### src/rtl/obb_pkg.sv
// Fixed-point formats, body/pending record types and sweep FSM states shared
// by the OBB bank integrator and its per-body step logic.
//   POS   Q8.16  (24b signed)
//   VEL   Q5.19  (24b signed)
//   ANGLE Q4.7   (11b signed), omega uses the same format
package obb_pkg;

  localparam int POS_W    = 24;
  localparam int POS_FRAC = 16;
  localparam int VEL_W    = 24;
  localparam int VEL_FRAC = 19;
  localparam int ANG_W    = 11;
  localparam int ANG_FRAC = 7;
  localparam int SCAL_W   = 16;

  // Q5.19 -> Q8.16 is an arithmetic right shift by the fraction difference
  localparam int VEL_TO_POS_SHIFT = VEL_FRAC - POS_FRAC;

  // 2*pi in Q4.7 (round(6.2832 * 128) = 804), one bit wider than the angle
  localparam logic signed [ANG_W:0] TWO_PI = 12'sd804;

  typedef logic signed [POS_W-1:0] pos_t;
  typedef logic signed [VEL_W-1:0] vel_t;
  typedef logic signed [ANG_W-1:0] angle_t;
  typedef logic signed [ANG_W-1:0] omega_t;
  typedef logic [SCAL_W-1:0]       scal_t;

  typedef struct packed {
    pos_t x;
    pos_t y;
  } pos_vec_t;

  typedef struct packed {
    vel_t x;
    vel_t y;
  } vel_vec_t;

  typedef struct packed {
    pos_vec_t pos;
    vel_vec_t vel;
    omega_t   omega;
    angle_t   angle;
    scal_t    width;
    scal_t    height;
    scal_t    inv_mass;
    scal_t    inertia;
    scal_t    inv_inertia;
  } obb_t;

  typedef struct packed {
    vel_vec_t dv;
    omega_t   dw;
    pos_vec_t nudge;
  } pend_t;

  typedef enum logic [1:0] {
    ST_IDLE,
    ST_SWEEP,
    ST_DONE
  } sweep_state_e;

  // Accumulate one impulse into a pending record (two's-complement wrap)
  function automatic pend_t pend_add(pend_t p, vel_vec_t dv, omega_t dw, pos_vec_t nudge);
    pend_t r;
    r.dv.x    = p.dv.x + dv.x;
    r.dv.y    = p.dv.y + dv.y;
    r.dw      = p.dw + dw;
    r.nudge.x = p.nudge.x + nudge.x;
    r.nudge.y = p.nudge.y + nudge.y;
    return r;
  endfunction

endpackage

### src/rtl/obb_step.sv
// Combinational next-state for one body: apply pending impulse, optional wall
// bounce, optional integration of position/angle, angle wrap into [0, 2pi).
// Wall bounce is built only when OBB_WALL_BOUNCE_EN is defined.
module obb_step
  import obb_pkg::*;
#(
  parameter int ARENA_MAX = 64
) (
  input  obb_t  i_body,
  input  pend_t i_pend,
  input  logic  i_update,
  output obb_t  o_body
);

  localparam pos_t ARENA_LIM = pos_t'(ARENA_MAX * (1 << POS_FRAC));

  logic                   w_bounce_en;
  vel_t                   w_vx;
  vel_t                   w_vy;
  pos_t                   w_px;
  pos_t                   w_py;
  omega_t                 w_w;
  logic signed [ANG_W:0]  w_asum;
  logic signed [ANG_W:0]  w_awrap;

`ifdef OBB_WALL_BOUNCE_EN
  assign w_bounce_en = 1'b1;
`else
  assign w_bounce_en = 1'b0;
`endif

  // Impulse, bounce, integrate and wrap for the body being swept
  always_comb begin
    w_vx = i_body.vel.x + i_pend.dv.x;
    w_vy = i_body.vel.y + i_pend.dv.y;
    w_w  = i_body.omega + i_pend.dw;
    w_px = i_body.pos.x + i_pend.nudge.x;
    w_py = i_body.pos.y + i_pend.nudge.y;

    if (w_bounce_en && (w_px[POS_W-1] || (w_px > ARENA_LIM))) w_vx = -w_vx;
    if (w_bounce_en && (w_py[POS_W-1] || (w_py > ARENA_LIM))) w_vy = -w_vy;

    // Sum one bit wider so angle + omega cannot overflow before the wrap
    w_asum  = $signed({i_body.angle[ANG_W-1], i_body.angle}) + $signed({w_w[ANG_W-1], w_w});
    w_awrap = w_asum;
    if (w_asum >= TWO_PI)   w_awrap = w_asum - TWO_PI;
    else if (w_asum[ANG_W]) w_awrap = w_asum + TWO_PI;

    o_body       = i_body;
    o_body.vel.x = w_vx;
    o_body.vel.y = w_vy;
    o_body.omega = w_w;
    o_body.pos.x = w_px;
    o_body.pos.y = w_py;
    if (i_update) begin
      o_body.pos.x = w_px + pos_t'(w_vx >>> VEL_TO_POS_SHIFT);
      o_body.pos.y = w_py + pos_t'(w_vy >>> VEL_TO_POS_SHIFT);
      o_body.angle = w_awrap[ANG_W-1:0];
    end
  end

endmodule

### src/rtl/obb_bank_integrator.sv
// Register bank of NUM_BODIES OBB states with per-body impulse accumulators.
// On start, sweeps one body per cycle through obb_step and writes it back.
// Optional feature macro: OBB_WALL_BOUNCE_EN (wall bounce inside obb_step).
module obb_bank_integrator
  import obb_pkg::*;
#(
  parameter int NUM_BODIES = 8,
  parameter int ID_W       = 3,
  parameter int ARENA_MAX  = 64
) (
  input  logic            Clk,
  input  logic            Reset,
  input  logic            start,
  input  logic            update_en,
  output logic            busy,
  output logic            done,
  input  logic            ld_valid,
  input  logic [ID_W-1:0] ld_id,
  input  obb_t            ld_state,
  input  logic            imp_valid,
  output logic            imp_ready,
  input  logic [ID_W-1:0] imp_id,
  input  vel_vec_t        imp_dv,
  input  omega_t          imp_dw,
  input  pos_vec_t        imp_nudge,
  input  logic [ID_W-1:0] rd_id,
  output obb_t            rd_state
);

  sweep_state_e    r_state;
  sweep_state_e    w_state_nxt;
  logic [ID_W-1:0] r_idx;
  logic [ID_W-1:0] w_idx_nxt;
  logic            r_update_q;
  obb_t            r_bank [NUM_BODIES];
  pend_t           r_pend [NUM_BODIES];
  obb_t            r_rd_state;
  obb_t            w_step_out;

  logic w_idle;
  logic w_go;
  logic w_last;
  logic w_ld_ok;
  logic w_imp_acc;
  logic w_rd_ok;

  assign w_idle  = (r_state == ST_IDLE);
  assign w_go    = w_idle && start && !ld_valid;
  assign w_last  = (32'(r_idx) == 32'(NUM_BODIES - 1));
  assign w_ld_ok = w_idle && ld_valid && (32'(ld_id) < 32'(NUM_BODIES));
  assign w_rd_ok = (32'(rd_id) < 32'(NUM_BODIES));

  assign imp_ready = !busy && !Reset;
  // A load to the same body in the same cycle overrides the impulse
  assign w_imp_acc = imp_valid && imp_ready && (32'(imp_id) < 32'(NUM_BODIES))
                     && !(w_ld_ok && (ld_id == imp_id));

  assign rd_state = r_rd_state;

  obb_step #(
    .ARENA_MAX(ARENA_MAX)
  ) u_step (
    .i_body  (r_bank[r_idx]),
    .i_pend  (r_pend[r_idx]),
    .i_update(r_update_q),
    .o_body  (w_step_out)
  );

  // Sweep FSM state, body index and latched integrate mode
  always_ff @(posedge Clk) begin
    if (Reset) begin
      r_state    <= ST_IDLE;
      r_idx      <= '0;
      r_update_q <= 1'b0;
    end else begin
      r_state <= w_state_nxt;
      r_idx   <= w_idx_nxt;
      if (w_go) r_update_q <= update_en;
    end
  end

  // Next-state, index advance, busy/done decode
  always_comb begin
    w_state_nxt = r_state;
    w_idx_nxt   = r_idx;
    busy        = 1'b1;
    done        = 1'b0;
    case (r_state)
      ST_IDLE: begin
        busy = 1'b0;
        if (w_go) begin
          w_state_nxt = ST_SWEEP;
          w_idx_nxt   = '0;
        end
      end
      ST_SWEEP: begin
        if (w_last) w_state_nxt = ST_DONE;
        else        w_idx_nxt   = r_idx + 1'b1;
      end
      ST_DONE: begin
        done        = 1'b1;
        w_state_nxt = ST_IDLE;
      end
      default: w_state_nxt = ST_IDLE;
    endcase
  end

  // Body bank and pending accumulators: sweep write-back, impulse add, load
  always_ff @(posedge Clk) begin
    if (Reset) begin
      for (int unsigned i = 0; i < NUM_BODIES; i++) begin
        r_bank[i] <= '0;
        r_pend[i] <= '0;
      end
    end else begin
      if (r_state == ST_SWEEP) begin
        r_bank[r_idx] <= w_step_out;
        r_pend[r_idx] <= '0;
      end
      if (w_imp_acc) r_pend[imp_id] <= pend_add(r_pend[imp_id], imp_dv, imp_dw, imp_nudge);
      if (w_ld_ok) begin
        r_bank[ld_id] <= ld_state;
        r_pend[ld_id] <= '0;
      end
    end
  end

  // Registered read port
  always_ff @(posedge Clk) begin
    if (Reset)        r_rd_state <= '0;
    else if (w_rd_ok) r_rd_state <= r_bank[rd_id];
    else              r_rd_state <= '0;
  end

endmodule

### config.mk
export PLATFORM = sky130hd
export DESIGN_NAME = obb_bank_integrator
export DESIGN_NICKNAME = d
export VERILOG_FILES = /design/src/rtl/obb_pkg.sv /design/src/rtl/obb_step.sv /design/src/rtl/obb_bank_integrator.sv
export SDC_FILE = /design/constraint.sdc
export NUM_CORES = 2
export LEC_CHECK = 0
export BUFFER_PORTS_ARGS = -buffer_cell sky130_fd_sc_hd__buf_2
export CORE_MARGIN = 1
export CORE_UTILIZATION = 35
export DETAILED_ROUTE_END_ITERATION = 10
export PLACE_DENSITY_LB_ADDON = 0.3
export SLEW_MARGIN = 20
export SYNTH_ARGS = -nofsm -noshare
export SYNTH_HDL_FRONTEND = slang
export SYNTH_SLANG_ARGS = --single-unit
### constraint.sdc
create_clock -name Clk -period 7.6 [get_ports Clk]
set_input_delay 1.14 -clock Clk [delete_from_list [all_inputs] [get_ports Clk]]
set_output_delay 1.14 -clock Clk [all_outputs]
set_load 0.01 [all_outputs]
# Yosys cells after proc, flatten, opt, wreduce, memory -nomap -nowiden

Memories as Yosys holds them, arrays and structs flattened. A register that Yosys moved wholly into a read port is not among the register bits.
Index checks and enable logic that the tools add are counted.

Shifts and indexed selects: 0
Bitwise logic cells: 0
$add $sub $neg: 16
Div/mod/pow operators: 0
Multiply operators: 0
Eq/ne operators: 7
Magnitude comparators: 1
Muxes and demuxes: 42
Reductions and logical operators: 19

Operator list:

| operator                                                             | number |
|---|---|
| 2-to-1 mux 198 bit                                                   | 2 |
| OR reduction 198 bit                                                 | 2 |
| 2-to-1 mux 107 bit                                                   | 3 |
| OR reduction 107 bit                                                 | 3 |
| adder 24 bit                                                         | 8 |
| adder 24 x 21 -> 24 bit                                              | 2 |
| 2-to-1 mux 48 bit                                                    | 1 |
| 2-to-1 mux 11 bit                                                    | 3 |
| 2-to-1 mux 3 bit                                                     | 11 |
| adder 11 bit                                                         | 2 |
| 2-to-1 mux 1 bit                                                     | 18 |
| adder 11 x 11 -> 12 bit                                              | 1 |
| greater-or-equal comparator 12 x 11 -> 1 bit (second input constant) | 1 |
| adder 11 bit (second input constant)                                 | 1 |
| subtractor 11 bit (second input constant)                            | 1 |
| logical AND 1 bit                                                    | 7 |
| case mux 3 bit (2 select lines)                                      | 1 |
| 2-to-1 mux 2 bit                                                     | 2 |
| != test 2 bit (second input constant)                                | 2 |
| case mux 2 bit (2 select lines)                                      | 1 |
| adder 3 x 1 -> 3 bit (second input constant)                         | 1 |
| == test 3 bit                                                        | 1 |
| == test 3 bit (second input constant)                                | 1 |
| logical NOT 1 bit                                                    | 3 |
| 7 further kinds                                                      | 7 |

Memories kept: 2
Memory bits (writable): 2440
Memory bits (read-only): 0
Word-level logic and storage cells: 90
Output and inout port bits: 201
Latch bits: 0
Bits in registers: 6
Input bits: 320

Memories:

| memory | depth | width | read ports | clocked after memory_dff | wr ports | line                      | text |
|---|---|---|---|---|---|---|---|
| r_bank | 8     | 198   | 2          | 2                        | 8        | obb_bank_integrator.sv:35 | `obb_t r_bank [NUM_BODIES];` |
| r_pend | 8     | 107   | 2          | 1                        | 8        | obb_bank_integrator.sv:36 | `pend_t r_pend [NUM_BODIES];` |

# Longest topological paths before layout

Depth in word-level cells: 10
Gate-level depth with buffers: 35
Gate-level depth less buffers: 26

# Hierarchy

From an unflattened synthesis, not the netlist that was laid out.

Cell total of the unflattened synthesis: 11161
Area total of the unflattened synthesis: 140056.8 µm²

Modules (own cells, without submodules):

| module              | times used | seq. area each (µm²) | cells each | area each (µm²) |
|---|---|---|---|---|
| obb_bank_integrator | 1          | 68846.0              | 9979       | 131379.8 |
| obb_step            | 1          | 0.0                  | 1182       | 8677.1 |

# Worst setup path after synthesis

OpenSTA, ideal clock, no wires.

Path kind: reg-to-reg
Start: reg with a tool-made name
End: mem r_bank[0][173] in the netlist's numbering, data pin
Path slack: -144 ps
Buffers on the path: 9
Data arrival time: 7587 ps
Library setup time: 157 ps
Stages on the path, launching flop included: 36
Data required time: 7443 ps
Period minus slack after synthesis: 7744 ps
Cell sequence: dfxtp_1 -> buf_2 -> buf_2 -> buf_4 -> buf_2 -> buf_2 -> buf_2 -> clkbuf_1 -> buf_2 -> mux4_2 -> nand2_1 -> nand2_1 -> ha_1 -> fa_1 -> a21o_1 -> a21oi_1 -> o21bai_1 -> a21oi_1 -> o21ai_0 -> a31oi_1 -> o211ai_1 -> a21oi_1 -> xnor2_1 -> ha_1 -> a21o_1 -> a21o_1 -> a21o_1 -> a21o_1 -> a21oi_1 -> o22ai_1 -> o221ai_1 -> xor2_1 -> or4_1 -> and3_1 -> clkbuf_1 -> nor3_1

RTL lines:

| what      | line |
|---|---|
| to (decl) | obb_bank_integrator.sv:35 |

==> impl_table.tex <==
\begin{tabular}{lr}
\hline
Metric & Value \\
\hline
\multicolumn{2}{l}{\textbf{Timing}} \\
TNS Setup & 0 ns \\
Transition time at the pin with the least slew margin & 1.29 ns \\
Worst path setup slack after routing & 0.394 ns \\
Final-report hold violation count & 0 \\
Setup violation total in the final timing report & 0 \\
Maximum operating frequency & 0.139 GHz \\
Relative slew slack & $\sim$14\% \\
Final count of pins violating max slew & 0 \\
Post-layout minimum cycle time & 7.21 ns \\
Worst hold-check slack & about 0.48 ns \\
Setup repair after global routing missed its margin & false \\
Fin Clk Skew & 0.0785 ns \\
Portion of the clock cycle consumed by the worst path in the final layout & 94.8\% \\
\multicolumn{2}{l}{\textbf{Setup path}} \\
Sort of element at the end of the critical path & flip-flop \\
Cell at the slowest stage of the critical path & or3b\_2 \\
Worst Setup Path Type & reg2reg \\
Crit Path Max Fanout & 28 \\
Req. time, crit path & 8.35 ns \\
Critical path startpoint category & flip-flop \\
Endpoint arrival time on the critical path & 7.96 ns \\
Largest stage delay on the critical path & roughly 0.56 ns \\
\multicolumn{2}{l}{\textbf{Pwr}} \\
Relative contribution of sequential cells to total power & 43.6\% \\
Combinational share of power & 14.5\% \\
Worst ir drop on vdd & 181 uV \\
P\_int & 26.4 mW \\
Leakage dissipation & about 61 nW \\
Proportion of power drawn by the clock network & about two fifths \\
Power density of the placed cells & 228 nW/um2 \\
Switching portion of total power & 28.0\% \\
Switching power of the nets & 10.3 mW \\
\multicolumn{2}{l}{\textbf{Drt}} \\
Violation count after the first detailed-route iteration & 12097 \\
Number of search-and-repair iterations in the first detailed-routing pass & 6 \\
Via Count & 106967 \\
Routed Wire Length & 540000 um \\
Routed WL per cell & between 30 and 40 um \\
Number of nets still failing antenna checks after routing & 0 \\
Post-route DRC & 0 \\
Number of vias per cell & 5.95 \\
\multicolumn{2}{l}{\textbf{Placed design}} \\
Port Buf Inserts & 520 \\
Gp weighted congestion & between 0.9 and 1 \\
Total half-perimeter wirelength after legalization and detailed placement & 335000 um \\
Worst slack at placement & 0.455 ns \\
DP Area & 150000 um2 \\
\multicolumn{2}{l}{\textbf{Synthesis}} \\
Synthesized instance count & 12206 \\
Syn nets & approximately 13000 \\
Number of distinct library cell variants in the gate-level netlist after synthesis & 97 \\
Portion of the post-synthesis area used by sequential elements & 48.9\% \\
Number of enable-type register cells in the synthesized netlist & 1584 \\
Total standard cell area after synthesis & between 100000 and 150000 um2 \\
Mean post-synth cell area & 11.5 um2 \\
Synthesis warning total & 0 \\
Fraction of registers with async set/reset & 0\% \\
Count of state elements after synthesis & 2647 \\
Dominant register cell in the synthesized netlist & edfxtp\_1 \\
\multicolumn{2}{l}{\textbf{Layout}} \\
Final core utilization & 40.2\% \\
Post-route standard cell area excluding fillers & between 150000 and 200000 um2 \\
Highest-count cells in the layout ignoring fill and taps & nor2\_1 (2470), edfxtp\_1 (1584), nand2\_1 (1259) \\
Nets & between 10000 and 15000 \\
Post-synthesis to final-layout area growth & 14.1\% \\
Share of layout cells above drive strength 1 & 21.2\% \\
Commonest non-fill, non-tap cell in the layout & nor2\_1 \\
Storage element area & just under 70000 um2 \\
Multi-input combinational cell area & 68300 um2 \\
Fill cell total of the finished layout & 37931 \\
\multicolumn{2}{l}{\textbf{Clock network}} \\
Cells resized by post-CTS repair & 0 \\
Register clock-pin slew on the reported worst setup and hold paths & 0.06 ns \\
Clock latency at the later pin of the worst-skew pair & around 0.96 ns \\
Level count of the clock H-tree & 5 \\
Buffers inserted during post-CTS setup optimization & 0 \\
Number of clock sinks & 2647 \\
CTS tree & built \\
Post-CTS Hold Fix Bufs & 0 \\
Cell at the root of the clock tree & clkbuf\_16 \\
CTS buffer count & between 300 and 400 \\
Clock Path Buffers & 4 \\
\multicolumn{2}{l}{\textbf{Die}} \\
Die X-Extent & 636 um \\
Placement row count & $\sim$230 \\
Number of top-level design ports & around 520 \\
Core area & 400000 um2 \\
Die Outline Area & 405000 um2 \\
Starting utilization of the core area & a little over a third \\
Die height & 636 um \\
\multicolumn{2}{l}{\textbf{Global route}} \\
Overall Global Routing Usage & 25.9\% \\
Via count of the first global-routing pass & approximately 100k \\
Number of antenna violations at the first check in global routing & 45 \\
Global-route congestion overflow total & 0 \\
Global-route wire length before repair & 764000 um \\
Maximum number of pins on one net before global-route repair & 179 \\
\multicolumn{2}{l}{\textbf{Min path}} \\
Worst min path class & reg2reg \\
\multicolumn{2}{l}{\textbf{Run status}} \\
Status & finished, final reports clean \\
\multicolumn{2}{l}{\textbf{Flow run}} \\
Maximum capacitance violations & 0 \\
\hline
\end{tabular}
metrics by stage:
stage	power, mW	std cells
6_report	36.6	17978
5_1_grt	37.7	17962
4_1_cts	36.8	17950
3_5_place_dp	21.5	17373
3_3_place_gp	21.5	17370
2_1_floorplan	19.5	12206
area by class of cell:
type                    instances  share of cell area [%]
repair buffers                851                    3.78
multi-input cells            8506                    42.5
well taps                    5265                    4.10
diodes                         27                  0.0421
flip-flops and latches       2647                    42.9
clock inverters               151                    1.03
clock buffers                 426                    5.39
inverters                     105                   0.253
synthesized netlist by cell type (131+ instances only):
| library cell | instances | area share [%] |
|---|---|---|
| mux4_2 | 1220 | 20 |
| dfxtp_1 | 1063 | 15 |
| buf_1 | 148 | 0.39 |
| xnor2_1 | 156 | 0.97 |
| a22o_1 | 276 | 1.7 |
| a21oi_1 | 929 | 3.3 |
| edfxtp_1 | 1584 | 34 |
| nor2_1 | 2489 | 6.6 |
| nand2_1 | 1268 | 3.4 |
| clkbuf_1 | 740 | 2.0 |
| ha_1 | 266 | 2.4 |
| nor3b_1 | 543 | 2.9 |
| o21ai_0 | 131 | 0.47 |
| mux2i_1 | 283 | 2.0 |
registers in the layout (all words and copies together) (netlist names), named ones only:
register    flops
r_state         2
r_update_q      1
r_pend        856
rd_state      198
r_bank       1584
r_idx           3
cell families after synthesis:
group / after synthesis / share of synthesized area (%)
flops: 2647 / 48.9
buf+inv: 1053 / 2.87
fa+ha+maj: 279 / 2.55
compound gates: 1781 / 7.95
xor+xnor: 229 / 1.43
mux: 1510 / 21.6
simple gates: 4707 / 14.7
layer usage:
layer  vias to the layer above  track usage [%]  wire, um
li1                      45664                -         -
met1                     54548             33.0    205000
met2                      5570             41.3    249000
met3                      1149             4.84     50400
met4                        36             14.9     35600
met5                         -                0       228
worst paths after layout:
| path | endpoint | from | cells after the start | slack, ns |
|---|---|---|---|---|
| worst max-delay path | r_bank[6][170] | flip-flop | 26 | 0.39 |
| worst max register to register | r_bank[6][170] | flip-flop | 26 | 0.39 |
| worst min register to register | r_pend[2][76] | r_pend[2][76] | 2 | 0.48 |
| worst min-delay path | r_pend[2][76] | r_pend[2][76] | 2 | 0.48 |
critical path: cells and delay by family, from the launching register on:
family | cells | cell delay [ns]
xor gates and xnor gates | 1 | 0.28
AOI/OAI and AO/OA | 15 | 3.43
adders and majority gates | 3 | 1.10
muxes | 1 | 0.50
and+or+nand+nor | 4 | 0.83
buffers and inverters | 2 | 0.46
DFF | 1 | 0.37
power groups by stage:
stage                     logic, mW  registers [mW]  clock network (mW)
final                          5.32            16.0                15.3
after global routing           5.60            16.0                16.0
after CTS                      5.28            16.0                15.5
after detailed placement       5.26            16.3                   0
after global placement         5.25            16.2                   0
after floorplan                3.22            16.3                   0
(Power assumes the default switching activity.)
